--- src/rtl/block_shift_pipe_if.sv ---
// Stream interface for block_shift_pipe: input beat, flush and result handshake.
// The producer/consumer side uses the master modport, the shifter uses slave.
interface block_shift_pipe_if #(
  parameter int unsigned ELMS  = 8,
  parameter int unsigned DATA  = 8,
  parameter int unsigned SHAMT = $clog2(ELMS + 1)
) ();
  logic                       flush;
  logic                       in_valid;
  logic                       in_ready;
  logic [ELMS-1:0][DATA-1:0]  in_data;
  logic [SHAMT-1:0]           in_shamt;
  logic                       in_right;
  logic                       in_rotate;
  logic [DATA-1:0]            fill_data;
  logic                       out_valid;
  logic                       out_ready;
  logic [ELMS-1:0][DATA-1:0]  out_data;

  modport master (
    output flush, in_valid, in_data, in_shamt, in_right, in_rotate, fill_data, out_ready,
    input  in_ready, out_valid, out_data
  );

  modport slave (
    input  flush, in_valid, in_data, in_shamt, in_right, in_rotate, fill_data, out_ready,
    output in_ready, out_valid, out_data
  );
endinterface

--- src/rtl/block_shift_pipe.sv ---
// Pipelined block shifter/rotator: one registered stage per shift-amount bit,
// stage k moving the vector by 2^k elements when its shamt bit is set.
// Optional feature macro: BLOCK_SHIFT_PIPE_FILL_EN (fill element taken from
// fill_data and carried with the beat; otherwise the fill element is 0).
module block_shift_pipe #(
  parameter int unsigned ELMS  = 8,
  parameter int unsigned DATA  = 8,
  parameter int unsigned SHAMT = $clog2(ELMS + 1)
) (
  input  logic              clk,
  input  logic              reset_,
  block_shift_pipe_if.slave bus
);

  localparam int unsigned IDXW = (ELMS > 1) ? $clog2(ELMS) : 1;

  typedef logic [ELMS-1:0][DATA-1:0] vec_t;
  typedef logic [SHAMT-1:0]          sh_t;

  // Move the vector by s elements. Rotation wraps by s mod ELMS; a shift
  // brings in the fill element and leaves all-fill once s reaches ELMS.
  function automatic vec_t move(input vec_t d, input int unsigned s, input logic right,
                                input logic rotate, input logic [DATA-1:0] fill);
    vec_t        r;
    int unsigned rs;
    int unsigned src;
    logic        inb;
    logic [IDXW-1:0] idx;
    rs = s % ELMS;
    for (int unsigned i = 0; i < ELMS; i++) begin
      if (rotate) begin
        src = right ? (i + rs) % ELMS : (i + ELMS - rs) % ELMS;
        inb = 1'b1;
      end else if (right) begin
        src = i + s;
        inb = (i + s) < ELMS;
      end else begin
        src = i - s;
        inb = i >= s;
      end
      idx  = IDXW'(src);
      r[i] = inb ? d[idx] : fill;
    end
    return r;
  endfunction

  logic [SHAMT-1:0] valid_q;
  vec_t             data_q   [SHAMT];
  sh_t              sh_q     [SHAMT];
  logic             right_q  [SHAMT];
  logic             rotate_q [SHAMT];

  logic [SHAMT:0]   ready;
  logic             in_ready;
  logic             up_valid  [SHAMT];
  vec_t             up_data   [SHAMT];
  sh_t              up_sh     [SHAMT];
  logic             up_right  [SHAMT];
  logic             up_rotate [SHAMT];
  logic [DATA-1:0]  up_fill   [SHAMT];
  vec_t             moved     [SHAMT];

`ifdef BLOCK_SHIFT_PIPE_FILL_EN
  logic [DATA-1:0]  fill_q    [SHAMT];
`else
  logic             unused_fill;
  assign unused_fill = ^bus.fill_data;
`endif

  // Stall chain: a stage can take new contents if empty or if it drains downstream.
  always_comb begin
    ready        = '0;
    ready[SHAMT] = bus.out_ready;
    for (int k = SHAMT - 1; k >= 0; k--) begin
      ready[k] = !valid_q[k] || ready[k+1];
    end
  end

  assign in_ready      = ready[0] && !bus.flush;
  assign bus.in_ready  = in_ready;
  assign bus.out_valid = valid_q[SHAMT-1];
  assign bus.out_data  = data_q[SHAMT-1];

  // Per-stage inputs (input port or previous stage) and the conditional move.
  always_comb begin
    up_valid[0]  = bus.in_valid && in_ready;
    up_data[0]   = bus.in_data;
    up_sh[0]     = bus.in_shamt;
    up_right[0]  = bus.in_right;
    up_rotate[0] = bus.in_rotate;
`ifdef BLOCK_SHIFT_PIPE_FILL_EN
    up_fill[0]   = bus.fill_data;
`else
    up_fill[0]   = '0;
`endif
    for (int k = 1; k < SHAMT; k++) begin
      up_valid[k]  = valid_q[k-1];
      up_data[k]   = data_q[k-1];
      up_sh[k]     = sh_q[k-1];
      up_right[k]  = right_q[k-1];
      up_rotate[k] = rotate_q[k-1];
`ifdef BLOCK_SHIFT_PIPE_FILL_EN
      up_fill[k]   = fill_q[k-1];
`else
      up_fill[k]   = '0;
`endif
    end
    for (int k = 0; k < SHAMT; k++) begin
      moved[k] = up_sh[k][k] ? move(up_data[k], 32'd1 << k, up_right[k], up_rotate[k],
                                    up_fill[k])
                             : up_data[k];
    end
  end

  // Stage registers: flush only kills valid bits; payload loads with a valid beat.
  always_ff @(posedge clk or negedge reset_) begin
    if (!reset_) begin
      valid_q <= '0;
      for (int k = 0; k < SHAMT; k++) begin
        data_q[k]   <= '0;
        sh_q[k]     <= '0;
        right_q[k]  <= 1'b0;
        rotate_q[k] <= 1'b0;
`ifdef BLOCK_SHIFT_PIPE_FILL_EN
        fill_q[k]   <= '0;
`endif
      end
    end else begin
      for (int k = 0; k < SHAMT; k++) begin
        if (bus.flush) begin
          valid_q[k] <= 1'b0;
        end else if (ready[k]) begin
          valid_q[k] <= up_valid[k];
        end
        if (ready[k] && up_valid[k]) begin
          data_q[k]   <= moved[k];
          sh_q[k]     <= up_sh[k];
          right_q[k]  <= up_right[k];
          rotate_q[k] <= up_rotate[k];
`ifdef BLOCK_SHIFT_PIPE_FILL_EN
          fill_q[k]   <= up_fill[k];
`endif
        end
      end
    end
  end

endmodule

--- src/flat_wrapper.sv ---
// flat-port wrapper written by rule: the top's interface ports become plain ports
module block_shift_pipe_flat 
#(
  parameter int unsigned ELMS  = 8,
  parameter int unsigned DATA  = 8,
  parameter int unsigned SHAMT = $clog2(ELMS + 1)
)
  (clk, reset_, bus_flush, bus_in_valid, bus_in_data, bus_in_shamt, bus_in_right, bus_in_rotate, bus_fill_data, bus_out_ready, bus_in_ready, bus_out_valid, bus_out_data);
  block_shift_pipe_if #(.ELMS(ELMS), .DATA(DATA), .SHAMT(SHAMT)) bus_i ();
  input  logic clk;
  input  logic reset_;
  input wire logic [$bits(bus_i.flush)-1:0] bus_flush;
  input wire logic [$bits(bus_i.in_valid)-1:0] bus_in_valid;
  input wire logic [$bits(bus_i.in_data)-1:0] bus_in_data;
  input wire logic [$bits(bus_i.in_shamt)-1:0] bus_in_shamt;
  input wire logic [$bits(bus_i.in_right)-1:0] bus_in_right;
  input wire logic [$bits(bus_i.in_rotate)-1:0] bus_in_rotate;
  input wire logic [$bits(bus_i.fill_data)-1:0] bus_fill_data;
  input wire logic [$bits(bus_i.out_ready)-1:0] bus_out_ready;
  output wire logic [$bits(bus_i.in_ready)-1:0] bus_in_ready;
  output wire logic [$bits(bus_i.out_valid)-1:0] bus_out_valid;
  output wire logic [$bits(bus_i.out_data)-1:0] bus_out_data;
  assign bus_i.flush = bus_flush;
  assign bus_i.in_valid = bus_in_valid;
  assign bus_i.in_data = bus_in_data;
  assign bus_i.in_shamt = bus_in_shamt;
  assign bus_i.in_right = bus_in_right;
  assign bus_i.in_rotate = bus_in_rotate;
  assign bus_i.fill_data = bus_fill_data;
  assign bus_i.out_ready = bus_out_ready;
  assign bus_in_ready = bus_i.in_ready;
  assign bus_out_valid = bus_i.out_valid;
  assign bus_out_data = bus_i.out_data;
  block_shift_pipe #(.ELMS(ELMS), .DATA(DATA), .SHAMT(SHAMT)) u_core (.clk(clk), .reset_(reset_), .bus(bus_i));
endmodule
--- config.mk ---
export PLATFORM = sky130hd
export DESIGN_NAME = block_shift_pipe_flat
export DESIGN_NICKNAME = d
export VERILOG_FILES = /design/src/rtl/block_shift_pipe_if.sv /design/src/rtl/block_shift_pipe.sv /design/src/flat_wrapper.sv
export SDC_FILE = /design/constraint.sdc
export NUM_CORES = 1
export LEC_CHECK = 0
export ABC_AREA = 1
export CAP_MARGIN = 20
export CORE_ASPECT_RATIO = 0.75
export CORE_MARGIN = 2
export CORE_UTILIZATION = 45
export CTS_CLUSTER_SIZE = 14
export DETAILED_ROUTE_END_ITERATION = 8
export PLACE_DENSITY_LB_ADDON = 0.2
export SYNTH_ARGS = -nofsm -noshare
export SYNTH_HDL_FRONTEND = slang
export SYNTH_SLANG_ARGS = --single-unit
export TNS_END_PERCENT = 20
--- constraint.sdc ---
create_clock -name clk -period 1.8 [get_ports clk]
set_input_delay 0.45 -clock clk [delete_from_list [all_inputs] [get_ports clk]]
set_output_delay 0.45 -clock clk [all_outputs]
set_load 0.01 [all_outputs]
=== Word level (Yosys, flattened, before mapping) ===
Index checks and enable logic that the tools add are counted.
Widths: inputs -> output; s select.

* Bits in latches: 0
* Bits of input ports: 83
* Memories: 0
* Bits in writable memories: 0
* Memory bits (read-only): 0
* Logic and storage cells: 250
* Register bits: 277

* Reduce and logical (&&, ||, !) cells: 19
* $lt $le $gt $ge: 32
* Bitwise gates (word level): 0
* Multiplexer cells: 155
* Equality and inequality tests: 0
* $add $sub $neg: 0
* Divide/modulo/power cells: 0
* Shifts and indexed selects: 0
* $mul: 0

{| class="wikitable"
|+ Operator list
! operator !! count
|-
| $bmux 8 s3 || 32
|-
| $mux 8 || 54
|-
| $mux 64 || 4
|-
| $lt 3x4->1 const B || 32
|-
| $mux 3 || 40
|-
| $mux 1 || 21
|-
| $mux 2 || 4
|-
| $reduce_bool 2->1 || 4
|-
| $logic_and 1x1->1 || 6
|-
| $logic_not 1->1 || 5
|-
| $logic_or 1x1->1 || 4
|}

=== Depth between registers and ports, before layout ===
* Word-level depth: 9
* Gate-level depth with buffers: 8
* Mapped depth without buffers: 7

=== Worst setup path before layout ===
OpenSTA, ideal clock, no wires.

* Kind: input -> output
* Start point: input bus_out_ready
* End point: output bus_in_ready
* Setup slack: 339 ps
* Arrival time: 1011 ps
* Stages: 5
* Required time: 1350 ps
* Cells stage by stage: inv_1 -> nand4_1 -> nor2_1 -> nor2_1 -> clkbuf_1

* Cells in the longest elaborated chain, start to end: 5

{| class="wikitable"
|+ RTL lines
! what !! RTL line !! source
|-
| start, declared || flat_wrapper.sv:19 || <nowiki>input wire logic [$bits(bus_i.out_ready)-1:0] bus_out_ready;</nowiki>
|-
| $logic_or 1x1->1 (4 in a row) || block_shift_pipe.sv:75 || <nowiki>ready[k] = !valid_q[k] || ready[k+1];</nowiki>
|-
| $logic_and 1x1->1 || block_shift_pipe.sv:79 || <nowiki>assign in_ready = ready[0] && !bus.flush;</nowiki>
|-
| end, declared || flat_wrapper.sv:20 || <nowiki>output wire logic [$bits(bus_i.in_ready)-1:0] bus_in_ready;</nowiki>
|}

Every way passes these cells.

=== Worst setup path in the final report ===
* Start point: register u_core.valid_q[2]
* End point: output bus_in_ready

* Cells in the longest elaborated chain, start to end: 5

{| class="wikitable"
|+ RTL lines
! what !! RTL line !! source
|-
| start, declared || block_shift_pipe.sv:47 || <nowiki>logic [SHAMT-1:0] valid_q;</nowiki>
|-
| start signal, assigned by index || block_shift_pipe.sv:133 || <nowiki>valid_q[k] <= up_valid[k];</nowiki>
|-
| $logic_not 1->1 || block_shift_pipe.sv:75 ||
|-
| $logic_or 1x1->1 (3 in a row) || block_shift_pipe.sv:75 ||
|-
| $logic_and 1x1->1 || block_shift_pipe.sv:79 ||
|}

Every way passes these cells.

==> flow_metrics.py <==
metrics = {
    "run_status": {
        "status": "finished with violations",
        "violations": "negative setup slack",
    },
    "timing": {
        "finClkSkew_ps": 12.4,
        "grt_setup_unrepaired": "yes",
        "period_minus_slack_ps": 1900,
        "slew_headroom_pct": 64.8,
        "max_freq_mhz": 527,
        "hold_violations": 0,
        "setup_slack_ps": -99.1,
        "post-route-period-util_pct": 106,
        "slew_viol_final": 0,
        "worstMarginPinSlew_ps": 527,
        "setup_violations": 1,
    },
    "synthesis": {
        "synthDistinctLibCells": 21,
        "synth_area_leaders": "dfrtp_1 (47%), nand2_1 (20%), nand3_1 (6.1%)",
        "yosysMostFrequentCell": "nand2_1",
        "async_flop_share_pct": 100,
        "seq_area_frac_synth_pct": 46.8,
        "syn_inst": 2002,
        "syn_area_um2": 14500,
        "synthFlopType": "dfrtp_1",
        "yosys_register_bits": 271,
        "postSynthAreaPerCell_um2": 7.24,
        "synth-edff-count": 0,
        "synth_warnings": 0,
        "ys_top_cells_by_count": "nand2_1 (775), dfrtp_1 (271), nand3_1 (176), inv_1 (146), o21ai_0 (131)",
        "synth_fp_nets": 2085,
        "synth_largest_area_cell": "dfrtp_1",
        "yosys.area.top_type_share_pct": 46.8,
    },
    "critical_path": {
        "worstPathRequired_ps": 1350,
        "reg2reg_depth": 7,
        "rr_endpoint": "u_core.data_q[238]",
        "worstReg2RegStart": "u_core.valid_q[2]",
        "cp-start-kind": "flip-flop",
        "ff2ff_setup_slack_ps": 230,
        "worstPathMaxFanout": 2,
        "critPathKind": "flip-flop to output port",
        "cp-end-kind": "output port",
        "arrival_ps": 1450,
    },
    "clocking": {
        "tritoncts": "yes",
        "cts-root-buf": "clkbuf_16",
        "cts_made_buffers": 27,
        "htreeDepth": 1,
        "clockBufferDepth": 3,
        "clock-sinks": 271,
        "clk_pin_slew_ps": 60,
        "clk_latency_ps": 540,
    },
    "floorplanning": {
        "rows": 56,
        "io_pins": 149,
        "start_util_pct": 46.0,
        "die-width_um": 211,
        "die_h_um": 159,
        "die-area_um2": 33700,
        "core_area_um2": 31500,
    },
    "layout": {
        "drive_above_1_share_pct": 8.76,
        "stdcell_area_um2": 17300,
        "fillers": 3052,
        "area_growth_pct": 19.3,
        "nets": 2162,
        "final_util_pct": 54.9,
        "diodes": 0,
    },
    "hold_path": {
        "worstHoldEndpoint": "u_core.valid_q[3]",
        "hold_class": "input port to flip-flop",
        "hold_depth": 5,
        "hp-start": "bus_out_ready",
    },
    "routing": {
        "postRouteAntennaNets": 0,
        "avgRoutedWirePerCell_um": 16.7,
        "detail_route.vias_per_cell": 5.27,
        "wl_um": 41900,
        "vias": 13200,
        "drc": 0,
        "drt_iter0_drc": 1281,
        "first_pass_iters": 6,
    },
    "power": {
        "pwr-share-clk_pct": 32.0,
        "seq_power_share_pct": 43.0,
        "combPwrFrac_pct": 25.0,
        "p_per_area_nw_per_um2": 1090,
        "power.internal_w": 0.0128,
        "power_w": 0.0188,
        "switchingPower_w": 0.00604,
        "swShare_pct": 32.1,
        "ir_worst_vdd_mv": 0.608,
        "p_leak_nw": 8.90,
    },
    "placed_design": {
        "dpl.hpwl_um": 30600,
        "routabilityCongestion": 0.871,
        "preCtsSetupSlack_ps": -552,
        "io_buffers": 140,
        "dpl_cell_area_um2": 16400,
    },
    "grt": {
        "grt_max_degree": 83,
        "antenna_found_initial": 0,
        "grt_pass1_vias": 13100,
        "grt-ovfl-total": 0,
        "grt_util_all_layers_pct": 25.3,
        "grt_first_pass_wirelength_um": 69200,
    },
    "run": {
        "cap_viol_max_count": 0,
    },
}
==> power groups by stage <==
stage                     registers [W]  logic (W)  clock network [W]
after floorplan                 0.00791    0.00340                  0
after CTS                       0.00808    0.00472            0.00610
after global routing            0.00823    0.00533            0.00637
after global placement          0.00818    0.00485                  0
after detailed placement        0.00818    0.00493                  0
final                           0.00808    0.00470            0.00602
==> flip-flops by register name, summed over array words and instances (netlist names) <==
register             flops
u_core.bus.out_data     64
u_core.sh_q              6
u_core.valid_q           4
u_core.data_q          192
u_core.rotate_q          3
u_core.right_q           2
==> worst max-delay path by stage <==
stage	depth (start not counted)	end	slack (ps)	startpoint
after CTS	6	bus_in_ready	-100	bus_out_ready
final	4	bus_in_ready	-100	u_core.valid_q[2]
after global placement	6	bus_in_ready	-550	bus_out_ready
after detailed placement	6	bus_in_ready	-550	bus_out_ready
after floorplan	5	bus_in_ready	340	bus_out_ready
after global routing	4	bus_in_ready	-190	u_core.valid_q[2]
==> kinds of logic after synthesis <==
logic type	after synthesis	share of synthesized area, %
simple gates	1018	28.2
compound gates	355	13.1
buf+inv	358	12.0
flops	271	46.8
==> placed cells by master (no fill, tap or decap), types with 2 or more instances in the layout <==
master             n
nor2_1            54
nand2_2            2
nor2_2             3
nand2_1          773
nor2_4             3
dfrtp_2            3
clkdlybuf4s50_1   69
inv_2              5
buf_6              2
a31oi_1           48
o21ai_1          124
bufinv_16          4
nand3_1          175
inv_1            146
clkinv_2           6
dlygate4sd2_1     64
buf_4             88
clkbuf_16         27
o22ai_1           49
clkinvlp_4         2
buf_2              3
clkbuf_8           5
dfrtp_1          268
clkbuf_1           5
nand4_1            6
o21ai_0          131
buf_12            24
==> stage by stage <==
step	hold WS, ps	std cells	TNS [ps]
after floorplan	154	2002	0
after global placement	412	2454	-42390
after detailed placement	415	2454	-46570
after CTS	377	2505	-99.5
after global routing	347	2506	-187
final	337	2506	-99.1
==> area by class of cell <==
class	count	area (µm²)	area share (%)
well taps	406	508	2.94
clock buffers	37	763	4.41
flip-flops and latches	271	6790	39.2
inverters	152	572	3.31
repair buffers	254	2480	14.3
clock inverters	13	180	1.04
multi-input cells	1373	6010	34.8
==> routing by layer <==
| layer | up-vias | GRT usage [%] | wire length [µm] |
|---|---|---|---|
| met5 | - | 0 | 0 |
| met4 | 0 | 3.71 | 527 |
| li1 | 6518 | - | - |
| met2 | 309 | 39.9 | 18900 |
| met1 | 6356 | 38.1 | 20300 |
| met3 | 35 | 3.18 | 2170 |
==> repair_timing <==
| action | in CTS | in global routing |
|---|---|---|
| gates resized for setup | 71 | 4 |
| hold endpoints to repair | 41 | 0 |
| buffers inserted | 0 | 1 |
| pin swaps | 0 | 2 |
| setup endpoints to repair | 66 | 2 |
| hold buffers | 1 | 0 |
==> critical path, cell delays in order (launching register included) <==
cell	delay (ps)
dfrtp_1	350
nand4_1	170
nor2_2	200
nor2_4	60
buf_6	130
No activity file was read; power rests on OpenSTA's default activity.
